===== src/rtl/rectifier_adc_ctrl.sv =====
// rectifier_adc_ctrl: CONVST/EOC initiator for one 8-bit rectifier ADC, with optional block average (RECT_ADC_AVG_EN).
// Latency: CONVST every CONV_PERIOD cycles; sample valid 3 cycles after the edge following EOC falling; average 1 cycle after the last sample.
// Backpressure: none; results are pulses, a missing EOC sets a sticky timeout, i_enable low aborts to IDLE.
module rectifier_adc_ctrl #(
  parameter int CONV_PERIOD  = 1000,
  parameter int CONVST_WIDTH = 10,
  parameter int EOC_TIMEOUT  = 500,
  parameter int AVG_LOG2     = 3
) (
  input  logic       i_clock,
  input  logic       i_RESET,
  input  logic       i_enable,
  input  logic [7:0] i_adc_data,
  input  logic       i_adc_eoc,
  output logic       o_adc_convst,
  output logic [7:0] o_sample,
  output logic       o_sample_valid,
  output logic [7:0] o_avg,
  output logic       o_avg_valid,
  output logic       o_timeout,
  output logic       o_busy
);

  localparam int PW = $clog2(CONV_PERIOD);
  localparam int TW = $clog2(EOC_TIMEOUT + 1);
  localparam logic [PW-1:0] PER_LAST = PW'(CONV_PERIOD - 1);
  localparam logic [PW-1:0] CW_LAST  = PW'(CONVST_WIDTH - 1);
  localparam logic [TW-1:0] TO_LAST  = TW'(EOC_TIMEOUT - 1);

  typedef enum logic [2:0] {
    S_IDLE,
    S_START,
    S_WAIT_EOC,
    S_LATCH,
    S_HOLD
  } state_t;

  state_t        state_q;
  logic [PW-1:0] per_q;
  logic [TW-1:0] to_q;
  logic          convst_q;
  logic [7:0]    sample_q;
  logic          sample_vld_q;
  logic          timeout_q;
  logic          busy_q;
  logic          eoc_meta_q;
  logic          eoc_s_q;

  // Two-flop synchronizer for the asynchronous, active-low EOC; idles high.
  always_ff @(posedge i_clock) begin
    if (i_RESET) begin
      eoc_meta_q <= 1'b1;
      eoc_s_q    <= 1'b1;
    end else begin
      eoc_meta_q <= i_adc_eoc;
      eoc_s_q    <= eoc_meta_q;
    end
  end

  // Conversion sequencer; the period counter runs outside IDLE so starts stay on a fixed grid.
  always_ff @(posedge i_clock) begin
    if (i_RESET) begin
      state_q      <= S_IDLE;
      per_q        <= '0;
      to_q         <= '0;
      convst_q     <= 1'b0;
      sample_q     <= '0;
      sample_vld_q <= 1'b0;
      timeout_q    <= 1'b0;
      busy_q       <= 1'b0;
    end else begin
      sample_vld_q <= 1'b0;
      if (state_q != S_IDLE) begin
        per_q <= per_q + 1'b1;
      end
      if (!i_enable) begin
        // A conversion already in LATCH still delivers its sample.
        if (state_q == S_LATCH) begin
          sample_q     <= i_adc_data;
          sample_vld_q <= 1'b1;
        end
        state_q   <= S_IDLE;
        per_q     <= '0;
        to_q      <= '0;
        convst_q  <= 1'b0;
        timeout_q <= 1'b0;
        busy_q    <= 1'b0;
      end else begin
        case (state_q)
          S_IDLE: begin
            state_q  <= S_START;
            per_q    <= '0;
            convst_q <= 1'b1;
            busy_q   <= 1'b1;
          end
          S_START: begin
            if (per_q == CW_LAST) begin
              state_q  <= S_WAIT_EOC;
              convst_q <= 1'b0;
              to_q     <= '0;
            end
          end
          S_WAIT_EOC: begin
            if (!eoc_s_q) begin
              state_q <= S_LATCH;
            end else if (to_q == TO_LAST) begin
              state_q   <= S_HOLD;
              timeout_q <= 1'b1;
              busy_q    <= 1'b0;
            end else begin
              to_q <= to_q + 1'b1;
            end
          end
          S_LATCH: begin
            sample_q     <= i_adc_data;
            sample_vld_q <= 1'b1;
            state_q      <= S_HOLD;
            busy_q       <= 1'b0;
          end
          S_HOLD: begin
            if (per_q == PER_LAST) begin
              state_q  <= S_START;
              per_q    <= '0;
              convst_q <= 1'b1;
              busy_q   <= 1'b1;
            end
          end
          default: begin
            state_q  <= S_IDLE;
            per_q    <= '0;
            convst_q <= 1'b0;
            busy_q   <= 1'b0;
          end
        endcase
      end
    end
  end

  assign o_adc_convst   = convst_q;
  assign o_sample       = sample_q;
  assign o_sample_valid = sample_vld_q;
  assign o_timeout      = timeout_q;
  assign o_busy         = busy_q;

`ifdef RECT_ADC_AVG_EN
  logic [7+AVG_LOG2:0]  acc_q;
  logic [7+AVG_LOG2:0]  acc_sum;
  logic [AVG_LOG2-1:0]  cnt_q;
  logic [7:0]           avg_q;
  logic                 avg_vld_q;

  assign acc_sum = acc_q + {{AVG_LOG2{1'b0}}, sample_q};

  // Block averager fed by the registered sample pulse; a full block is a power of two, so divide is a shift.
  always_ff @(posedge i_clock) begin
    if (i_RESET) begin
      acc_q     <= '0;
      cnt_q     <= '0;
      avg_q     <= '0;
      avg_vld_q <= 1'b0;
    end else begin
      avg_vld_q <= 1'b0;
      if (!i_enable) begin
        acc_q <= '0;
        cnt_q <= '0;
      end else if (sample_vld_q) begin
        if (cnt_q == {AVG_LOG2{1'b1}}) begin
          avg_q     <= acc_sum[7+AVG_LOG2:AVG_LOG2];
          avg_vld_q <= 1'b1;
          acc_q     <= '0;
          cnt_q     <= '0;
        end else begin
          acc_q <= acc_sum;
          cnt_q <= cnt_q + 1'b1;
        end
      end
    end
  end

  assign o_avg       = avg_q;
  assign o_avg_valid = avg_vld_q;
`else
  assign o_avg       = 8'd0;
  assign o_avg_valid = 1'b0;
`endif

endmodule

===== config.mk =====
export PLATFORM = sky130hd
export DESIGN_NAME = rectifier_adc_ctrl
export DESIGN_NICKNAME = d
export VERILOG_FILES = /design/src/rtl/rectifier_adc_ctrl.sv
export SDC_FILE = /design/constraint.sdc
export NUM_CORES = 1
export LEC_CHECK = 0
export ABC_AREA = 0
export ABC_CLOCK_PERIOD_IN_PS = 4100
export CAP_MARGIN = 20
export CORE_ASPECT_RATIO = 0.8
export CORE_MARGIN = 1
export CORE_UTILIZATION = 43
export DETAILED_ROUTE_END_ITERATION = 8
export PLACE_DENSITY = 0.67
export SLEW_MARGIN = 20
export SYNTH_ARGS = -nofsm -noshare
export SYNTH_HDL_FRONTEND = slang
export SYNTH_SLANG_ARGS = --single-unit

===== constraint.sdc =====
create_clock -name i_clock -period 4.1 [get_ports i_clock]
set_clock_uncertainty 0.1 [all_clocks]
set_input_delay 0.82 -clock i_clock [delete_from_list [all_inputs] [get_ports i_clock]]
set_output_delay 0.82 -clock i_clock [all_outputs]
set_load 0.01 [all_outputs]

==> key figures <==
Synth
  – Top FF cell, synth: dfxtp_1
  – Largest family of logic cells by synthesized area: simple AND/OR/NAND/NOR gates
  – Xor and xnor area share after synthesis: ~4.3%
  – Post-Synth Adder-Cell Area: slightly above 2%
  – Ys Warns: 0
  – Post-Synthesis Cell Area: roughly 1800 um2
  – Ys async rst share: 0%
  – Post-synthesis mux area share: about 4.4%
  – Synth Instances: 211
  – Synth Area in Compound Gates: between 10% and 20%
  – Syn Area/Cell: 8.72 um2
  – Synthesized-area fraction occupied by and/or/nand/nor cells: between 20 and 30%
  – Register area share after synthesis: between 30% and 40%
  – Distinct cells, synth: between 40 and 50
  – Post-synth EDFFs: 0
  – FF+latch count, synth: 36

CTS
  – CTS buffer count: 5
  – Clock transition at the registers of the reported paths: 0.07 ns
  – Post-CTS Hold Buffers: 0
  – Clock sink count: 36
  – Root Driver: clkbuf_8
  – H-Tree Depth: 2
  – Clock Tree Buf Depth: 2
  – Worst-Skew Late Latency: 0.29 ns
  – # resized after CTS: 0
  – CTS tree: done
  – Postcts setup bufs: 0

Worst setup path
  – Worst Setup EP: per_q[1]
  – Slowest stage delay, CP: between 0.8 and 0.9 ns
  – Critical Path Start Type: input pin
  – Crit-path slowest cell: nor2b_1
  – RR Startpoint: state_q[0]
  – Reg-to-reg setup timing slack: 1.89 ns
  – Critical path, cell by cell: clkdlybuf4s50_1 -> nor2b_1 -> o21ai_4 -> a211oi_1
  – Worst Path Required: approximately 4.2 ns
  – Reg-to-reg endpoint: to_q[6]
  – WS Path Type: input pin to flip-flop
  – Crit. End Element: flip-flop
  – CP arrival: around 2.7 ns
  – Worst setup path start: i_RESET
  – Worst r2r path cells: 4
  – Critical path fanouts, max: 13

Global route
  – Total GRT Usage: around 18%
  – GR Overflow Total: 0
  – Largest net degree at the start of global routing: 23
  – Antenna violations before repair: 0
  – Vias in the first global route: 1323
  – First-pass GRT wire length: roughly 6.2 mm

STA
  – Hold slack: about 0.31 ns
  – Tcrit/Tclk final: 63.5%
  – RSZ-0062 raised after global routing: no
  – Max Slew Vio Count: 0
  – Period minus WS final: between 2 and 3 ns
  – Final setup vio count: 0
  – Final hold viol count: 0
  – Max-slew headroom: between 30% and 40%
  – Final TNS setup: 0 ns
  – Slew @ Worst Pin: 0.921 ns
  – F_max: just under 400 MHz

Routing
  – DRT iter0 DRCs: 141
  – Via density: 5.29
  – Drt first pass iters: 4
  – Avg WL per Cell: ~13 um
  – Routed WL: between 3 and 4 mm
  – Via count: approximately 1500
  – Number of remaining DRC errors: 0
  – Post-DRT Antenna Nets: 0

Placed design
  – IO buf count: 23
  – Hpwl dp: 2.51 mm
  – RD Place Congestion: between 0.7 and 0.8

Pwr
  – VDD IR-drop max: around 0.17 mV
  – Power Total: 0.000669 W
  – Lkg Pwr: about 0.73 nW
  – Power Density: 313 nW/um2

Floorplan
  – Die Ht: between 60 and 70 um
  – Ports: 33
  – Initial Util: 46.5%
  – Die Area: 4540 um2
  – Core Footprint: 3950 um2
  – Num rows: 20
  – Die width: between 70 and 80 um

Worst hold path
  – Hold-critical path depth: 1
  – HP Class: flip-flop to flip-flop

Finish
  – Fillcell total: 404
  – Fraction of layout cells with a size suffix above 1: between 7 and 8%
  – Commonest non-fill, non-tap cell in the layout: dfxtp_1
  – N_diodes: 0
  – Final Net Count: 243
  – Most frequent cells in the layout: dfxtp_1 (36), clkdlybuf4s50_1 (23), nand3_1 (21)
  – Layout overhead on the synthesized area: 16.1%

Job
  – Max_cap viols: 0

Outcome
  – Status: finished clean
[state kept, by name, summed over array words and instances, names as in the netlist]
signal,cells
eoc_meta_q,1
eoc_s_q,1
o_adc_convst,1
o_busy,1
o_sample,8
o_sample_valid,1
o_timeout,1
per_q,10
state_q,3
to_q,9
[per-stage QoR]
stage / worst slack, ns / utilization, % / instances / cell area [um2]
2_1_floorplan: 2.33 / - / 219 / 1870
3_3_place_gp: 1.29 / 51.6 / 276 / 2040
3_5_place_dp: 1.24 / 51.6 / 276 / 2040
4_1_cts: 1.55 / 54.0 / 284 / 2140
5_1_grt: 1.41 / 54.0 / 284 / 2140
6_report: 1.50 / 54.0 / 284 / 2140
[critical path, delay by kind of cell]
kind                   cells  cell delay [ns]
AO/OA/AOI/OAI              2             0.44
buffers and inverters      1             0.62
AND/OR/NAND/NOR            1             0.81
[layout make-up]
type | instances | area [um2] | share of cell area (%)
flip-flops and latches | 36 | 721 | 33.7
well taps | 55 | 68.8 | 3.22
repair buffers | 23 | 230 | 10.8
clock buffers | 7 | 86.3 | 4.04
clock inverters | 1 | 7.51 | 0.351
multi-input cells | 160 | 1010 | 47.5
inverters | 2 | 7.51 | 0.351
[cell families (layout without fill, tap and decap cells)]
kind of cell             after synthesis  after routing
multiplexers                           8              8
buffers and inverters                 23             33
flip-flops                            36             36
other                                  1              9
AO/OA/AOI/OAI                         37             37
AND/OR/NAND/NOR                       94             94
XOR/XNOR                               9              9
adder cells (fa/ha/maj)                3              3
[report_power, final]
group	leakage, nW	total [W]	switching [W]	internal (W)
Clock	0.0445	0.000261	0.000125	0.000136
Sequential	0.291	0.000360	0.00000676	0.000354
Combinational	0.393	0.0000475	0.0000244	0.0000231
[worst min-delay path by stage]
stage / slack (ns) / from / endpoint
final: 0.31 / eoc_meta_q / eoc_s_q
after floorplan: 0.29 / eoc_meta_q / eoc_s_q
after detailed placement: 0.29 / eoc_meta_q / eoc_s_q
after global placement: 0.30 / eoc_meta_q / eoc_s_q
after CTS: 0.31 / eoc_meta_q / eoc_s_q
after global routing: 0.33 / eoc_meta_q / eoc_s_q
[routing by layer]
| layer | GRT usage (%) | vias up | part of all wire [%] |
|---|---|---|---|
| met2 | 25.5 | 47 | 40 |
| met3 | 8.31 | 6 | 7.0 |
| met5 | 0 | - | 0 |
| met4 | 5.66 | 0 | 1.2 |
| met1 | 25.5 | 677 | 52 |
| li1 | - | 771 | - |
[synth_stat cells (2+ instances only)]
| library cell | instances | area (um2) |
|---|---|---|
| o21ai_0 | 4 | 20.0 |
| clkbuf_1 | 6 | 22.5 |
| mux2i_1 | 8 | 80.1 |
| a21oi_1 | 16 | 80.1 |
| nand4_2 | 2 | 25.0 |
| o31ai_1 | 2 | 15.0 |
| nor2_1 | 17 | 63.8 |
| o311a_1 | 2 | 20.0 |
| a31oi_1 | 3 | 18.8 |
| a21boi_0 | 2 | 15.0 |
| nand2b_1 | 2 | 12.5 |
| nand2_1 | 16 | 60.1 |
| buf_2 | 5 | 25.0 |
| nand3_1 | 21 | 105 |
| ha_1 | 3 | 37.5 |
| and4_1 | 2 | 17.5 |
| xor2_1 | 5 | 43.8 |
| or3_1 | 7 | 43.8 |
| or2_2 | 2 | 12.5 |
| inv_1 | 2 | 7.51 |
| dfxtp_1 | 36 | 721 |
| nor4_1 | 2 | 12.5 |
| nor3_1 | 6 | 30.0 |
| nor2b_1 | 4 | 25.0 |
| nand4_1 | 5 | 31.3 |
| xnor2_1 | 4 | 35.0 |
| buf_4 | 9 | 67.6 |
| a211oi_2 | 2 | 25.0 |
Note: power is estimated with default switching activity, not from simulation.
